**config.mk**
```make
export PLATFORM = sky130hd
export DESIGN_NAME = axil_cmd_master_flat
export DESIGN_NICKNAME = d
export VERILOG_FILES = /design/src/rtl/axil_cmd_master_if.sv /design/src/rtl/axil_cmd_master.sv /design/src/flat_wrapper.sv
export SDC_FILE = /design/constraint.sdc
export NUM_CORES = 1
export LEC_CHECK = 0
export BUFFER_PORTS_ARGS = -buffer_cell sky130_fd_sc_hd__buf_2
export CAP_MARGIN = 5
export CORE_AREA = 2 2 106 108
export DETAILED_ROUTE_END_ITERATION = 10
export DIE_AREA = 0 0 108 110
export GPL_ROUTABILITY_DRIVEN = 0
export GPL_TIMING_DRIVEN = 0
export MAX_ROUTING_LAYER = met4
export PLACE_DENSITY = 0.81
export SYNTH_ARGS = -nofsm -noshare
export SYNTH_HDL_FRONTEND = slang
export SYNTH_SLANG_ARGS = --single-unit
```
**constraint.sdc**
```tcl
create_clock -name clk -period 3.15 [get_ports clk]
set_input_delay 0.4725 -clock clk [delete_from_list [all_inputs] [get_ports clk]]
set_output_delay 0.4725 -clock clk [all_outputs]
set_load 0.02 [all_outputs]
```
**src/rtl/axil_cmd_master_if.sv**
```systemverilog
// -----------------------------------------------------------------------------
// axil_cmd_master_if
// AXI4-Lite bus bundle: the AW, W, B, AR and R channels.
//   master modport : drives aw*/w*/ar* payload and valid, bready, rready
//   slave modport  : drives awready, wready, b*, arready, r*
// Parameters:
//   DATA_WIDTH : data bus width in bits (multiple of 8)
//   ADDR_WIDTH : byte address width in bits
//   STRB_WIDTH : write strobe width (DATA_WIDTH/8)
// -----------------------------------------------------------------------------
interface axil_cmd_master_if #(
    parameter int DATA_WIDTH = 32,
    parameter int ADDR_WIDTH = 16,
    parameter int STRB_WIDTH = DATA_WIDTH / 8
);
    logic [ADDR_WIDTH-1:0] awaddr;
    logic [2:0]            awprot;
    logic                  awvalid;
    logic                  awready;

    logic [DATA_WIDTH-1:0] wdata;
    logic [STRB_WIDTH-1:0] wstrb;
    logic                  wvalid;
    logic                  wready;

    logic [1:0]            bresp;
    logic                  bvalid;
    logic                  bready;

    logic [ADDR_WIDTH-1:0] araddr;
    logic [2:0]            arprot;
    logic                  arvalid;
    logic                  arready;

    logic [DATA_WIDTH-1:0] rdata;
    logic [1:0]            rresp;
    logic                  rvalid;
    logic                  rready;

    modport master (
        output awaddr, awprot, awvalid, input awready,
        output wdata, wstrb, wvalid,    input wready,
        input  bresp, bvalid,           output bready,
        output araddr, arprot, arvalid, input arready,
        input  rdata, rresp, rvalid,    output rready
    );

    modport slave (
        input  awaddr, awprot, awvalid, output awready,
        input  wdata, wstrb, wvalid,    output wready,
        output bresp, bvalid,           input bready,
        input  araddr, arprot, arvalid, output arready,
        output rdata, rresp, rvalid,    input rready
    );
endinterface

```
**src/rtl/axil_cmd_master.sv**
```systemverilog
// -----------------------------------------------------------------------------
// axil_cmd_master
// Turns single-word commands from a valid/ready command port into AXI4-Lite
// read or write transactions and returns one response per command on a
// valid/ready response port. One transaction is in flight at a time.
// Ports:
//   clk, rst                 : clock (rising edge), async active-high reset
//   cmd_addr/data/strb/write : command payload, sampled on cmd handshake
//   cmd_valid / cmd_ready    : command handshake (ready only when idle)
//   rsp_data/resp/write      : response payload, stable while rsp_valid
//   rsp_valid / rsp_ready    : response handshake
//   m_axil                   : AXI4-Lite master bus (interface, master modport)
// -----------------------------------------------------------------------------
module axil_cmd_master #(
    parameter int DATA_WIDTH = 32,
    parameter int ADDR_WIDTH = 16,
    parameter int STRB_WIDTH = DATA_WIDTH / 8
) (
    input  logic                  clk,
    input  logic                  rst,

    input  logic [ADDR_WIDTH-1:0] cmd_addr,
    input  logic [DATA_WIDTH-1:0] cmd_data,
    input  logic [STRB_WIDTH-1:0] cmd_strb,
    input  logic                  cmd_write,
    input  logic                  cmd_valid,
    output logic                  cmd_ready,

    output logic [DATA_WIDTH-1:0] rsp_data,
    output logic [1:0]            rsp_resp,
    output logic                  rsp_write,
    output logic                  rsp_valid,
    input  logic                  rsp_ready,

    axil_cmd_master_if.master     m_axil
);

    typedef enum logic [2:0] {
        IDLE,
        WR,
        WR_RESP,
        RD_ADDR,
        RD_DATA,
        RESP
    } state_t;

    state_t                r_state;
    logic [ADDR_WIDTH-1:0] r_addr;
    logic [DATA_WIDTH-1:0] r_data;
    logic [STRB_WIDTH-1:0] r_strb;
    logic                  r_write;
    logic                  r_awvalid;
    logic                  r_wvalid;
    logic                  r_bready;
    logic                  r_arvalid;
    logic                  r_rready;
    logic                  r_rsp_valid;
    logic [DATA_WIDTH-1:0] r_rsp_data;
    logic [1:0]            r_rsp_resp;

    // A write channel is "done" once its valid has dropped or its handshake
    // lands this cycle; the two channels complete in any order.
    logic w_aw_done;
    logic w_w_done;

    assign w_aw_done = !r_awvalid || m_axil.awready;
    assign w_w_done  = !r_wvalid  || m_axil.wready;

    assign cmd_ready = (r_state == IDLE);

    // Bus payload comes straight from the registered command, so it cannot
    // change while the corresponding valid is high.
    assign m_axil.awaddr  = r_addr;
    assign m_axil.awprot  = 3'b000;
    assign m_axil.awvalid = r_awvalid;
    assign m_axil.wdata   = r_data;
    assign m_axil.wstrb   = r_strb;
    assign m_axil.wvalid  = r_wvalid;
    assign m_axil.bready  = r_bready;
    assign m_axil.araddr  = r_addr;
    assign m_axil.arprot  = 3'b000;
    assign m_axil.arvalid = r_arvalid;
    assign m_axil.rready  = r_rready;

    assign rsp_data  = r_rsp_data;
    assign rsp_resp  = r_rsp_resp;
    assign rsp_write = r_write;
    assign rsp_valid = r_rsp_valid;

    always_ff @(posedge clk or posedge rst) begin
        if (rst) begin
            // NOTE: every register, payload included, is reset so that all
            // outputs hold defined values the moment rst rises.
            r_state     <= IDLE;
            r_addr      <= '0;
            r_data      <= '0;
            r_strb      <= '0;
            r_write     <= 1'b0;
            r_awvalid   <= 1'b0;
            r_wvalid    <= 1'b0;
            r_bready    <= 1'b0;
            r_arvalid   <= 1'b0;
            r_rready    <= 1'b0;
            r_rsp_valid <= 1'b0;
            r_rsp_data  <= '0;
            r_rsp_resp  <= 2'b00;
        end else begin
            // NOTE: non-blocking assignments throughout, so every branch
            // reads the pre-edge register values regardless of statement order.
            case (r_state)
                IDLE: begin
                    if (cmd_valid) begin
                        r_addr  <= cmd_addr;
                        r_data  <= cmd_data;
                        r_strb  <= cmd_strb;
                        r_write <= cmd_write;
                        if (cmd_write) begin
                            r_awvalid <= 1'b1;
                            r_wvalid  <= 1'b1;
                            r_state   <= WR;
                        end else begin
                            r_arvalid <= 1'b1;
                            r_state   <= RD_ADDR;
                        end
                    end
                end

                WR: begin
                    if (r_awvalid && m_axil.awready) r_awvalid <= 1'b0;
                    if (r_wvalid && m_axil.wready)   r_wvalid  <= 1'b0;
                    if (w_aw_done && w_w_done) begin
                        r_bready <= 1'b1;
                        r_state  <= WR_RESP;
                    end
                end

                WR_RESP: begin
                    if (m_axil.bvalid) begin
                        r_bready    <= 1'b0;
                        r_rsp_resp  <= m_axil.bresp;
                        r_rsp_data  <= '0;
                        r_rsp_valid <= 1'b1;
                        r_state     <= RESP;
                    end
                end

                RD_ADDR: begin
                    if (m_axil.arready) begin
                        r_arvalid <= 1'b0;
                        r_rready  <= 1'b1;
                        r_state   <= RD_DATA;
                    end
                end

                RD_DATA: begin
                    if (m_axil.rvalid) begin
                        r_rready    <= 1'b0;
                        r_rsp_data  <= m_axil.rdata;
                        r_rsp_resp  <= m_axil.rresp;
                        r_rsp_valid <= 1'b1;
                        r_state     <= RESP;
                    end
                end

                RESP: begin
                    if (rsp_ready) begin
                        r_rsp_valid <= 1'b0;
                        r_state     <= IDLE;
                    end
                end

                default: r_state <= IDLE;
            endcase
        end
    end

endmodule
```
**src/flat_wrapper.sv**
```systemverilog
// flat-port wrapper written by rule: the top's interface ports become plain ports
module axil_cmd_master_flat 
#(
    parameter int DATA_WIDTH = 32,
    parameter int ADDR_WIDTH = 16,
    parameter int STRB_WIDTH = DATA_WIDTH / 8
)
  (clk, rst, cmd_addr, cmd_data, cmd_strb, cmd_write, cmd_valid, cmd_ready, rsp_data, rsp_resp, rsp_write, rsp_valid, rsp_ready, m_axil_awaddr, m_axil_awprot, m_axil_awvalid, m_axil_awready, m_axil_wdata, m_axil_wstrb, m_axil_wvalid, m_axil_wready, m_axil_bresp, m_axil_bvalid, m_axil_bready, m_axil_araddr, m_axil_arprot, m_axil_arvalid, m_axil_arready, m_axil_rdata, m_axil_rresp, m_axil_rvalid, m_axil_rready);
  axil_cmd_master_if #(.DATA_WIDTH(DATA_WIDTH), .ADDR_WIDTH(ADDR_WIDTH), .STRB_WIDTH(STRB_WIDTH)) m_axil_i ();
  input  logic clk;
  input  logic rst;
  input  logic [ADDR_WIDTH-1:0] cmd_addr;
  input  logic [DATA_WIDTH-1:0] cmd_data;
  input  logic [STRB_WIDTH-1:0] cmd_strb;
  input  logic cmd_write;
  input  logic cmd_valid;
  output logic cmd_ready;
  output logic [DATA_WIDTH-1:0] rsp_data;
  output logic [1:0] rsp_resp;
  output logic rsp_write;
  output logic rsp_valid;
  input  logic rsp_ready;
  output wire logic [$bits(m_axil_i.awaddr)-1:0] m_axil_awaddr;
  output wire logic [$bits(m_axil_i.awprot)-1:0] m_axil_awprot;
  output wire logic [$bits(m_axil_i.awvalid)-1:0] m_axil_awvalid;
  input wire logic [$bits(m_axil_i.awready)-1:0] m_axil_awready;
  output wire logic [$bits(m_axil_i.wdata)-1:0] m_axil_wdata;
  output wire logic [$bits(m_axil_i.wstrb)-1:0] m_axil_wstrb;
  output wire logic [$bits(m_axil_i.wvalid)-1:0] m_axil_wvalid;
  input wire logic [$bits(m_axil_i.wready)-1:0] m_axil_wready;
  input wire logic [$bits(m_axil_i.bresp)-1:0] m_axil_bresp;
  input wire logic [$bits(m_axil_i.bvalid)-1:0] m_axil_bvalid;
  output wire logic [$bits(m_axil_i.bready)-1:0] m_axil_bready;
  output wire logic [$bits(m_axil_i.araddr)-1:0] m_axil_araddr;
  output wire logic [$bits(m_axil_i.arprot)-1:0] m_axil_arprot;
  output wire logic [$bits(m_axil_i.arvalid)-1:0] m_axil_arvalid;
  input wire logic [$bits(m_axil_i.arready)-1:0] m_axil_arready;
  input wire logic [$bits(m_axil_i.rdata)-1:0] m_axil_rdata;
  input wire logic [$bits(m_axil_i.rresp)-1:0] m_axil_rresp;
  input wire logic [$bits(m_axil_i.rvalid)-1:0] m_axil_rvalid;
  output wire logic [$bits(m_axil_i.rready)-1:0] m_axil_rready;
  assign m_axil_awaddr = m_axil_i.awaddr;
  assign m_axil_awprot = m_axil_i.awprot;
  assign m_axil_awvalid = m_axil_i.awvalid;
  assign m_axil_i.awready = m_axil_awready;
  assign m_axil_wdata = m_axil_i.wdata;
  assign m_axil_wstrb = m_axil_i.wstrb;
  assign m_axil_wvalid = m_axil_i.wvalid;
  assign m_axil_i.wready = m_axil_wready;
  assign m_axil_i.bresp = m_axil_bresp;
  assign m_axil_i.bvalid = m_axil_bvalid;
  assign m_axil_bready = m_axil_i.bready;
  assign m_axil_araddr = m_axil_i.araddr;
  assign m_axil_arprot = m_axil_i.arprot;
  assign m_axil_arvalid = m_axil_i.arvalid;
  assign m_axil_i.arready = m_axil_arready;
  assign m_axil_i.rdata = m_axil_rdata;
  assign m_axil_i.rresp = m_axil_rresp;
  assign m_axil_i.rvalid = m_axil_rvalid;
  assign m_axil_rready = m_axil_i.rready;
  axil_cmd_master #(.DATA_WIDTH(DATA_WIDTH), .ADDR_WIDTH(ADDR_WIDTH), .STRB_WIDTH(STRB_WIDTH)) u_core (.clk(clk), .rst(rst), .cmd_addr(cmd_addr), .cmd_data(cmd_data), .cmd_strb(cmd_strb), .cmd_write(cmd_write), .cmd_valid(cmd_valid), .cmd_ready(cmd_ready), .rsp_data(rsp_data), .rsp_resp(rsp_resp), .rsp_write(rsp_write), .rsp_valid(rsp_valid), .rsp_ready(rsp_ready), .m_axil(m_axil_i));
endmodule
```
==> Word-level counts from Yosys, hierarchy flattened <==
Cells that the tools add are included.
{ "classes": {"eq_ne": 15, "muxes": 34, "n_reduce_logical": 23} }
{ "op_table": {"columns": ["operator", "n"], "rows": [
  ["2-to-1 mux 32 bit", 2],
  ["case mux 32 bit (2 select lines)", 1],
  ["2-to-1 mux 3 bit", 6],
  ["case mux 3 bit (6 select lines)", 1],
  ["AND reduction 4 bit", 4],
  ["2-to-1 mux 1 bit", 14],
  ["inequality test 2 bit, second input constant", 7],
  ["case mux 1 bit (2 select lines)", 5],
  ["nonzero test 2 bit", 5],
  ["AND reduction 3 bit", 3],
  ["== test 3 x 2 -> 1 bit, second input constant", 2],
  ["== test 3 bit, second input constant", 2],
  ["2-to-1 mux 2 bit", 3],
  ["inequality test 2 x 1 -> 1 bit, second input constant", 3],
  ["AND reduction 6 bit", 1],
  ["case mux 2 bit (2 select lines)", 1],
  ["== test 3 x 1 -> 1 bit, second input constant", 1],
  ["logical AND 1 bit", 3],
  ["logical NOT 3 bit", 1],
  ["case mux 1 bit (3 select lines)", 1],
  ["nonzero test 3 bit", 1],
  ["logical NOT 1 bit", 2],
  ["logical OR 1 bit", 2],
  ["AND reduction 2 bit", 1]
]} }
{ "word_totals": {"reg_bits": 96, "inputBits": 98, "word_cells": 85} }

==> Longest topological paths before layout <==
{ "depth": {"word_depth": 5, "mapped_depth": 7} }

==> Least setup slack after synthesis <==
OpenSTA, ideal clock, no wires.
{ "synth_timing": {"path_type": "register to output", "start": "register u_core.r_state[1]", "end": "output port cmd_ready", "arrival_ns": 0.990, "t_required_ns": 2.677, "setup_slack_ns": 1.687, "path_stages_with_launch": 5, "path_cell_list": "dfrtp_1 > buf_6 > nor2_2 > inv_1 > nor2_1"} }
{ "synth_via": {"elab_chain_len": 1} }
{ "synth_rtl": {"columns": ["element", "line", "text"], "rows": [
  ["start, declared", "axil_cmd_master.sv:47", "state_t r_state;"],
  ["start signal, assigned", "axil_cmd_master.sv:94", "r_state <= IDLE;"],
  ["start signal, assigned", "axil_cmd_master.sv:120", "r_state <= WR;"],
  ["start signal, assigned", "axil_cmd_master.sv:123", "r_state <= RD_ADDR;"],
  ["logical NOT 3 bit", "axil_cmd_master.sv:69", "assign cmd_ready = (r_state == IDLE);"],
  ["end, declared", "flat_wrapper.sv:17", "output logic cmd_ready;"]
]} }
No other way between the ends.

==> Worst setup path in the final report <==
Same ends and word-level chain as after synthesis.

==> run_results.csv <==
group,metric,value,unit
run_status,outcome,"finished, final reports clean",
power,ir_drop,0.000491,V
worst_setup_path,crit_fanout,10,
clock_network,clk_latency,0.36,ns
run,timing.max_cap.violations,0,
route,wire_per_inst,14.1,um
clock_network,postCtsSetupBuffers,0,
yosys,netlist_area,4430,sq um
power,p_sw,2.55,mW
power,power.total,6.11,mW
layout,final_net_count,664,
sta,rsz0062_at_grt,"false",
min_path,worstHoldPathType,"primary input to asynchronous set/reset pin",
route,drt-initial-drc-count,131,
layout,most-common-layout-cells,"buf_2 (212), dfrtp_1 (96), nand2_1 (41)",
yosys,yosysWarnings,0,
clock_network,cts_made_buffers,9,
route,drc,0,
worst_setup_path,crit_path_start_kind,"register",
route,wl,10000,um
sta,fmax,529,MHz
worst_setup_path,worst_setup_path_end_kind,"output port",
yosys,syn_avg_cell_area,13.0,sq um
clock_network,clkSinkCount,96,
clock_network,path_clk_slew,0.10,ns
global_routing,antenna_found_initial,0,
layout,antennaDiodeCount,0,
global_routing,grt_max_degree,65,
global_routing,first_global_vias,3229,
route,via_per_inst,4.63,
worst_setup_path,cp.required,2.68,ns
die,die_area,11900,sq um
worst_setup_path,cp.arrival,1.42,ns
route,dr.pass1.iters,4,
placed_design,port_buffers,207,
global_routing,grt_overflow,0,
die,core_area,10700,sq um
die,rows,38,
global_routing,grt_use_total,17.2,%
route,ant_nets,0,
sta,report.final.slew_viol_count,0,
global_routing,grt_pass1_wl,15500,um
power,leakagePower,3.04,nW
yosys,ys_types,38,
layout,fillers,897,
power,swShare,41.6,%
layout,drive_above_1_share,64.3,%
die,die_x,108,um
placed_design,dp_cells,695,
sta,finClkSkew,0.0194,ns
power,powerDensity,1040,nW/um^2
layout,area_growth,33.0,%
yosys,yosysSeqAreaShare,54.2,%
clock_network,cts_resized,0,
sta,min_period,1.89,ns
worst_setup_path,rrSetupSlack,1.54,ns
clock_network,cts-root-buf,"clkbuf_8",
power,clockPowerShare,13.7,%
die,die_y,110,um
clock_network,holdBufCountCts,0,
sta,whs,0.117,ns
die,start_util,41.4,%
clock_network,cts_tree,"yes",
yosys,ys_ff_latch,96,
sta,post-route-period-util,60.0,%
placed_design,place_hpwl,7560,um
clock_network,cts_buffer_depth,2,
power,p_seq_share,34.2,%
yosys,syn_inst,342,
clock_network,cts_max_level,3,
layout,final_cells,711,
die,pin_count,214,
sta,setup_viol,0,
route,num_vias,3293,
layout,mostFrequentLayoutCell,"buf_2",
worst_setup_path,worstSetupPathType,"register to output port",
power,p_int,3.57,mW
sta,hold_violations,0,
power,power_frac_comb,52.1,%
==> final cells by class <==
class / count / area (sq um) / share of cell area [%]
plain buffers: 42 / 363 / 6.15
clock buffers: 10 / 138 / 2.33
clock inverters: 6 / 66.3 / 1.12
inverters: 6 / 25.0 / 0.424
multi-input cells: 203 / 1660 / 28.2
flip-flops and latches: 96 / 2400 / 40.7
well taps: 140 / 175 / 2.97
repair buffers: 208 / 1060 / 18.0
==> state kept, by name (all words and copies together), names as in the netlist <==
name / flops
u_core.r_state: 3
u_core.m_axil.wvalid: 1
u_core.m_axil.arvalid: 1
u_core.m_axil.rready: 1
u_core.m_axil.bready: 1
u_core.rsp_write: 1
u_core.m_axil.wstrb: 4
u_core.rsp_valid: 1
u_core.rsp_data: 32
u_core.rsp_resp: 2
u_core.m_axil.wdata: 32
u_core.m_axil.awvalid: 1
u_core.m_axil.araddr: 16
==> final timing paths <==
check | startpoint | endpoint | cells after the start
min | rst | u_core.rsp_data[21]$_DFFE_PP0P_ | 2
min reg2reg | u_core.rsp_data[10]$_DFFE_PP0P_ | u_core.rsp_data[10]$_DFFE_PP0P_ | 2
max | u_core.r_state[1]$_DFFE_PP0P_ | cmd_ready | 5
max in group asynchronous | rst | u_core.m_axil.wstrb[1]$_DFFE_PP0P_ | 3
min in group clk | m_axil_wready | u_core.m_axil.wvalid$_DFFE_PP0P_ | 2
max reg2reg | u_core.r_state[2]$_DFFE_PP0P_ | u_core.m_axil.wstrb[1]$_DFFE_PP0P_ | 5
==> kinds of logic after synthesis <==
| family | count (synthesis) | synth area share, % |
|---|---|---|
| and+or+nand+nor | 88 | 10.4 |
| other | 1 | 0.0846 |
| DFF | 96 | 54.2 |
| buffers and inverters | 48 | 8.70 |
| muxes | 55 | 17.1 |
| AOI/OAI and AO/OA | 54 | 9.54 |
==> worst max-delay path, stage by stage (launching register included) <==
cell     delay [ns]
dfrtp_1        0.45
buf_6          0.16
nor2_2         0.10
inv_1          0.06
nor2_1         0.10
buf_2          0.19
==> routing by layer <==
layer / up-vias / routed length [um] / GRT usage (%)
met5: - / 0 / -
met1: 1576 / 4180 / 21.1
li1: 1568 / - / -
met3: 11 / 672 / 4.47
met2: 138 / 5070 / 28.5
met4: 0 / 91 / 4.76
==> power groups by stage <==
stage	Clock, mW	Combinational, mW	Sequential, mW
2_1_floorplan	0	1.60	2.74
3_3_place_gp	0	3.16	2.08
3_5_place_dp	0	3.21	2.11
4_1_cts	0.859	3.23	2.09
5_1_grt	0.922	3.41	2.16
6_report	0.836	3.19	2.09
==> synth_stat cells <==
library cell	instances	area, sq um
a211oi_1	1	7.51
nor3_4	1	16.3
nand2b_4	1	13.8
a21oi_2	1	8.76
nand2b_1	2	12.5
nor2b_1	2	12.5
o211ai_1	1	7.51
nor2_2	1	6.26
nor3b_1	1	7.51
conb_1	1	3.75
o21ai_1	5	25.0
mux2_4	37	556
o221ai_1	1	8.76
a22o_1	1	8.76
clkbuf_1	3	11.3
buf_6	9	101
nor2_1	4	15.0
a21oi_1	6	30.0
nand3b_1	4	30.0
o2bb2ai_1	1	8.76
mux2_1	16	180
nand2_1	41	154
o221a_2	1	11.3
a221oi_1	1	8.76
a31oi_1	1	6.26
buf_4	22	165
buf_12	3	60.1
o21ai_2	30	263
inv_1	6	22.5
a21boi_0	1	7.51
o21ai_0	1	5.00
dfrtp_1	96	2400
buf_2	5	25.0
and2_1	1	6.26
a22oi_1	1	7.51
a21o_2	1	8.76
nand2_2	30	188
mux2i_1	2	20.0
==> through the flow <==
| step | cell area (sq um) | worst slack (ns) | TNS [ns] | util, % |
|---|---|---|---|---|
| finish | 5900 | 1.26 | 0 | 55.1 |
| global route | 5900 | 1.14 | 0 | 55.1 |
| CTS | 5900 | 1.24 | 0 | 55.1 |
| detailed placement | 5690 | 1.47 | 0 | 53.2 |
| global placement | 5660 | -0.845 | -80.71 | 52.9 |
| floorplan | 4450 | 0.172 | 0 | - |
No activity file was read; power rests on OpenSTA's default activity.
